<file path="config.mk">
export PLATFORM = sky130hd
export DESIGN_NAME = aes_ctr_feeder_flat
export DESIGN_NICKNAME = d
export VERILOG_FILES = /design/src/rtl/aes_ctr_feeder_if.sv /design/src/rtl/aes_ctr_feeder.sv /design/src/flat_wrapper.sv
export SDC_FILE = /design/constraint.sdc
export NUM_CORES = 2
export LEC_CHECK = 0
export ABC_AREA = 1
export CORE_MARGIN = 3
export CORE_UTILIZATION = 50
export DETAILED_ROUTE_END_ITERATION = 10
export GPL_TIMING_DRIVEN = 0
export PLACE_DENSITY = 0.83
export SYNTH_ARGS = -nofsm -noshare
export SYNTH_HDL_FRONTEND = slang
export SYNTH_SLANG_ARGS = --single-unit
</file>
<file path="constraint.sdc">
create_clock -name clk -period 196.9 [get_ports clk]
set_input_delay 29.535 -clock clk [delete_from_list [all_inputs] [get_ports clk]]
set_output_delay 29.535 -clock clk [all_outputs]
set_load 0.01 [all_outputs]
</file>
<file path="src/rtl/aes_ctr_feeder_if.sv">
// Host-side bus of the AES-CTR feeder: message start, input stream, output stream, status.
interface aes_ctr_feeder_if #(
    parameter int unsigned CNT_W = 16
);
    logic             start;
    logic [127:0]     iv;
    logic [CNT_W-1:0] n_blocks;
    logic             in_valid;
    logic [127:0]     in_data;
    logic             in_ready;
    logic             out_valid;
    logic [127:0]     out_data;
    logic             busy;
    logic             done;

    modport master (
        output start, iv, n_blocks, in_valid, in_data,
        input  in_ready, out_valid, out_data, busy, done
    );

    modport slave (
        input  start, iv, n_blocks, in_valid, in_data,
        output in_ready, out_valid, out_data, busy, done
    );
endinterface

</file>
<file path="src/rtl/aes_ctr_feeder.sv">
// CTR-mode wrapper around a fully pipelined AES-128 core with no handshake of its own.
// Issues one counter block per accepted word and XORs the delayed word with the keystream.
module aes_ctr_feeder #(
    parameter int unsigned LAT   = 11,
    parameter int unsigned CTR_W = 32,
    parameter int unsigned CNT_W = 16
) (
    input  logic                clk,
    input  logic                rst,
    aes_ctr_feeder_if.slave     host,
    output logic [127:0]        aes_state,
    input  logic [127:0]        aes_out
);

    localparam int unsigned BLK_W = 128;

    typedef enum logic [1:0] {
        IDLE  = 2'd0,
        RUN   = 2'd1,
        DRAIN = 2'd2
    } state_t;

    typedef struct packed {
        logic             valid;
        logic [BLK_W-1:0] data;
    } dl_entry_t;

    state_t           state;
    state_t           state_nxt;
    logic [BLK_W-1:0] ctr;
    logic [CNT_W-1:0] blk_cnt;
    logic             in_ready_q;
    logic             busy_q;
    logic             done_q;
    logic             out_valid_q;
    logic [BLK_W-1:0] out_data_q;
    logic             accept_c;
    logic             load_c;
    logic             done_c;
    logic             line_busy_c;

    // Stage 0 is registered together with aes_state; stage LAT lines up with aes_out.
    dl_entry_t        dl [LAT+1];

    assign host.in_ready  = in_ready_q;
    assign host.busy      = busy_q;
    assign host.done      = done_q;
    assign host.out_valid = out_valid_q;
    assign host.out_data  = out_data_q;

    // Any block still travelling through the core.
    always_comb begin
        line_busy_c = 1'b0;
        for (int unsigned i = 0; i <= LAT; i++) begin
            line_busy_c = line_busy_c | dl[i].valid;
        end
    end

    // State register.
    always_ff @(posedge clk or posedge rst) begin
        if (rst) begin
            state <= IDLE;
        end else begin
            state <= state_nxt;
        end
    end

    // Next state and per-cycle strobes.
    always_comb begin
        state_nxt = state;
        accept_c  = 1'b0;
        load_c    = 1'b0;
        done_c    = 1'b0;
        case (state)
            IDLE: begin
                if (host.start) begin
                    load_c    = 1'b1;
                    state_nxt = (host.n_blocks == '0) ? DRAIN : RUN;
                end
            end
            RUN: begin
                if (host.in_valid && in_ready_q) begin
                    accept_c = 1'b1;
                    if (blk_cnt == CNT_W'(1)) begin
                        state_nxt = DRAIN;
                    end
                end
            end
            DRAIN: begin
                if (!line_busy_c) begin
                    done_c    = 1'b1;
                    state_nxt = IDLE;
                end
            end
            default: begin
                state_nxt = IDLE;
            end
        endcase
    end

    // Registered status outputs, derived from the state being entered.
    always_ff @(posedge clk or posedge rst) begin
        if (rst) begin
            in_ready_q <= 1'b0;
            busy_q     <= 1'b0;
            done_q     <= 1'b0;
        end else begin
            in_ready_q <= (state_nxt == RUN);
            busy_q     <= (state_nxt != IDLE);
            done_q     <= done_c;
        end
    end

    // Counter block, block count and core input; only the low CTR_W bits ever increment.
    always_ff @(posedge clk or posedge rst) begin
        if (rst) begin
            ctr       <= '0;
            blk_cnt   <= '0;
            aes_state <= '0;
        end else if (load_c) begin
            ctr     <= host.iv;
            blk_cnt <= host.n_blocks;
        end else if (accept_c) begin
            aes_state        <= ctr;
            ctr[CTR_W-1:0]   <= ctr[CTR_W-1:0] + CTR_W'(1);
            blk_cnt          <= blk_cnt - CNT_W'(1);
        end
    end

    // Validity/data shadow of the core pipeline, advancing every cycle.
    always_ff @(posedge clk or posedge rst) begin
        if (rst) begin
            for (int unsigned i = 0; i <= LAT; i++) begin
                dl[i] <= '0;
            end
        end else begin
            dl[0].valid <= accept_c;
            dl[0].data  <= accept_c ? host.in_data : '0;
            for (int unsigned i = 1; i <= LAT; i++) begin
                dl[i] <= dl[i-1];
            end
        end
    end

    // Combine the delayed word with the keystream; data holds between valid outputs.
    always_ff @(posedge clk or posedge rst) begin
        if (rst) begin
            out_valid_q <= 1'b0;
            out_data_q  <= '0;
        end else begin
            out_valid_q <= dl[LAT].valid;
            if (dl[LAT].valid) begin
                out_data_q <= dl[LAT].data ^ aes_out;
            end
        end
    end

endmodule
</file>
<file path="src/flat_wrapper.sv">
// flat-port wrapper written by rule: the top's interface ports become plain ports
module aes_ctr_feeder_flat 
#(
    parameter int unsigned LAT   = 11,
    parameter int unsigned CTR_W = 32,
    parameter int unsigned CNT_W = 16
)
  (clk, rst, aes_state, aes_out, host_start, host_iv, host_n_blocks, host_in_valid, host_in_data, host_in_ready, host_out_valid, host_out_data, host_busy, host_done);
  aes_ctr_feeder_if #(.CNT_W(CNT_W)) host_i ();
  input  logic clk;
  input  logic rst;
  output logic [127:0] aes_state;
  input  logic [127:0] aes_out;
  input wire logic [$bits(host_i.start)-1:0] host_start;
  input wire logic [$bits(host_i.iv)-1:0] host_iv;
  input wire logic [$bits(host_i.n_blocks)-1:0] host_n_blocks;
  input wire logic [$bits(host_i.in_valid)-1:0] host_in_valid;
  input wire logic [$bits(host_i.in_data)-1:0] host_in_data;
  output wire logic [$bits(host_i.in_ready)-1:0] host_in_ready;
  output wire logic [$bits(host_i.out_valid)-1:0] host_out_valid;
  output wire logic [$bits(host_i.out_data)-1:0] host_out_data;
  output wire logic [$bits(host_i.busy)-1:0] host_busy;
  output wire logic [$bits(host_i.done)-1:0] host_done;
  assign host_i.start = host_start;
  assign host_i.iv = host_iv;
  assign host_i.n_blocks = host_n_blocks;
  assign host_i.in_valid = host_in_valid;
  assign host_i.in_data = host_in_data;
  assign host_in_ready = host_i.in_ready;
  assign host_out_valid = host_i.out_valid;
  assign host_out_data = host_i.out_data;
  assign host_busy = host_i.busy;
  assign host_done = host_i.done;
  aes_ctr_feeder #(.LAT(LAT), .CTR_W(CTR_W), .CNT_W(CNT_W)) u_core (.clk(clk), .rst(rst), .host(host_i), .aes_state(aes_state), .aes_out(aes_out));
endmodule
</file>
==> metrics.md <==
| Metric | Value |
|---|---|
| Worst hold path class | flop to flop |
| RSZ-0062 raised after global routing | no |
| EDFF count, synth | 0 |
| Max_cap viols | 0 |
| Min Hold Slack | 0.332 ns |
| Vias | 30,900 |
| Synth Warn # | 0 |
| Leading area contributor after synthesis | dfrtp_1 |
| Crit end category | async pin |
| Crit-path max FO | 139 |
| Syn Std Cell Area | 0.0574 mm^2 |
| Largest net degree at the start of global routing | 145 |
| Clk pin slew, worst setup/hold paths | 0.07 ns |
| Commonest cells post-synth | 1,954 x dfrtp_1, 919 x nand2_1, 220 x nor2_1 |
| Final setup margin | 164.37 ns |
| P per Cell Area | 15.6 mW/mm^2 |
| Detail Route Antenna Nets | 0 |
| CTS max path bufs | 3 |
| Slew headroom | 51.1% |
| Fraction of post-synthesis cell area in the top cell type by area | 85.2% |
| Placed insts | 6,019 |
| Post-Syn Area per Cell | 14.9 um^2 |
| DRC viols | 0 |
| TritonRoute pass-1 iters | 6 |
| Top area cells in the synthesized netlist | dfrtp_1 85%, nand2_1 6.0%, xnor2_1 2.0%, nor2_1 1.4%, o21ai_0 1.4% |
| Clk_skew | 0.0309 ns |
| Die width | 345 um |
| Final std cells w/o fill | 6,393 |
| Peak supply drop | 0.0109 mV |
| Multi-input gate area | 0.00724 mm^2 |
| Layout cells sized above 1 | 8.80% |
| Initial DRC count | 2,162 |
| Routed WL | 135,000 um |
| # port buffers | 663 |
| CTS tree | yes |
| Sequential share of the synthesized area | 85.2% |
| Worst setup SP type | input port |
| Initial core utilization | 50.7% |
| Die Span Y | 345 um |
| Critical path type | input port to async pin |
| Slew Limit Fails | 0 |
| Leakage | 36.0 nW |
| First-pass GRT wire length | 202,000 um |
| TritonCTS Sinks | 1,954 |
| Most used flip-flop cell after synthesis | dfrtp_1 |
| Final period utilization | 16.5% |
| Setup TNS | 0 ns |
| Post-CTS resize count | 0 |
| DP Worst Slack | 163.43 ns |
| Overall Global Routing Usage | 22.8% |
| CORE AREA | 0.113 mm^2 |
| #FFs+latches synth | 1,954 |
| Post-CTS Setup Inserts | 0 |
| Full die area | 0.119 mm^2 |
| TritonCTS buffer count | 183 |
| GPL Wtd Cong | 0.860 |
| Root Driver | clkbuf_16 |
| # setup viols final | 0 |
| Area grow syn2layout | 26.8% |
| Post-CTS Hold Buffers | 0 |
| Fillers | 7,519 |
| CP arrival | 33.35 ns |
| Finished Cell Area | 0.0728 mm^2 |
| IO Count | 664 |
| Worst Tran Pin Value | 0.733 ns |
| Syn Nets | 4,248 |
| Ys async rst share | 100% |
| Reg-to-reg slack, setup | 194.16 ns |
| Via density | 4.83 |
| Wirelength per Cell | 21.0 um |
| Clock latency at the later pin of the worst-skew pair | 0.77 ns |
| Row Count | 123 |
| Hold Fails Final Rpt | 0 |
| Hpwl dp | 83,300 um |
| Vias in the first global route | 34,500 |
| Grt ovf | 0 |
| Max Clk Rate | 0.0307 GHz |
| Status | complete, no violations |
| Syn Inst Count | 3,841 |
| Final nets | 5,111 |
| Data required, critical path | 197.72 ns |
| Crit path time final | 32.53 ns |
| Htree depth | 4 |
| Placed cell areas | 0.0663 mm^2 |
| Reg area | 0.0489 mm^2 |
| Initial antenna violation count | 46 |
| Netlist cell types | 33 |
| Count leader, synth | dfrtp_1 |
==> metrics by stage <==
stage | power (mW) | util, %
4_1_cts | 1.15 | 64.2
2_1_floorplan | 0.655 | -
3_5_place_dp | 0.766 | 58.6
6_report | 1.13 | 64.3
3_3_place_gp | 0.760 | 58.3
5_1_grt | 1.19 | 64.3
==> worst paths after layout <==
kind,startpoint,to,cells past startpoint
min,u_core.dl[818],u_core.dl[689],0
min in group asynchronous,rst,u_core.dl[1214],2
max,rst,u_core.dl[524],7
max reg2reg,u_core.dl[128],u_core.host.out_data[35],7
min reg2reg,u_core.dl[818],u_core.dl[689],0
max in group clk,u_core.aes_state[36],aes_state[36],1
==> worst max-delay path: stages <==
cell and delay (ns):
clkdlybuf4s50_1 0.50, inv_8 0.49, buf_16 0.44, buf_16 0.49, buf_16 0.51, buf_16 0.47
buf_16 0.52
==> power breakdown <==
part | total (mW) | internal (mW) | leakage [nW] | switching [mW]
Combinational | 0.203 | 0.0859 | 7.35 | 0.117
Clock | 0.367 | 0.214 | 3.12 | 0.153
Sequential | 0.564 | 0.510 | 25.5 | 0.0541
Total | 1.13 | 0.810 | 36.0 | 0.324
==> routing by layer <==
metal  GRT usage [%]  vias up  routed length [um]
met1            24.4    15800               46500
met2            40.7     1100               70300
met5               0        -                 183
li1                -    13600                   -
met4            10.8       26                6670
met3            7.66      404               10900
==> layout make-up <==
class                      instances  share of cell area [%]
sequential                      1954                    67.2
multi-input combinational       1586                    9.95
timing repair buffer             678                    9.69
clock buffer                     250                    7.18
tap                             1500                    2.58
clock inverter                    86                    1.56
inverter                         195                    1.02
buffer                           106                   0.702
antenna                           38                   0.131
==> registers in the layout, indices dropped and copies added, names as in the netlist <==
signal,flops
u_core.dl,1548
u_core.state,2
u_core.host.done,1
u_core.aes_state,128
u_core.host.out_valid,1
u_core.host.busy,1
u_core.host.in_ready,1
u_core.ctr,128
u_core.host.out_data,128
u_core.blk_cnt,16
==> layout by cell type, fill, tap and decap left out, drive strengths merged <==
cell type	netlist	layout
a21oi	6	6
a22o	1	1
buf	82	97
bufinv	0	20
clkbuf	24	274
clkdlybuf4s50	0	663
clkinv	1	46
clkinvlp	0	10
dfrtp	1954	1954
diode	0	38
ha	3	3
inv	194	205
nand2	925	925
nand3	59	59
nand3b	6	6
nand4	14	14
nor2	233	233
nor3	7	7
o2111ai	5	5
o211ai	9	9
o21ai	168	168
o21bai	2	2
o221ai	1	1
o22ai	4	4
o311ai	1	1
or2	2	2
xnor2	133	133
xor2	7	7
==> kinds of logic after synthesis <==
group,after synthesis,synth area share (%)
adder cells (fa/ha/maj),3,0.0654
AND/OR/NAND/NOR,1246,8.58
flip-flops,1954,85.2
AO/OA/AOI/OAI,197,1.83
buffers and inverters,301,2.17
XOR/XNOR,140,2.14
(Power assumes the default switching activity.)
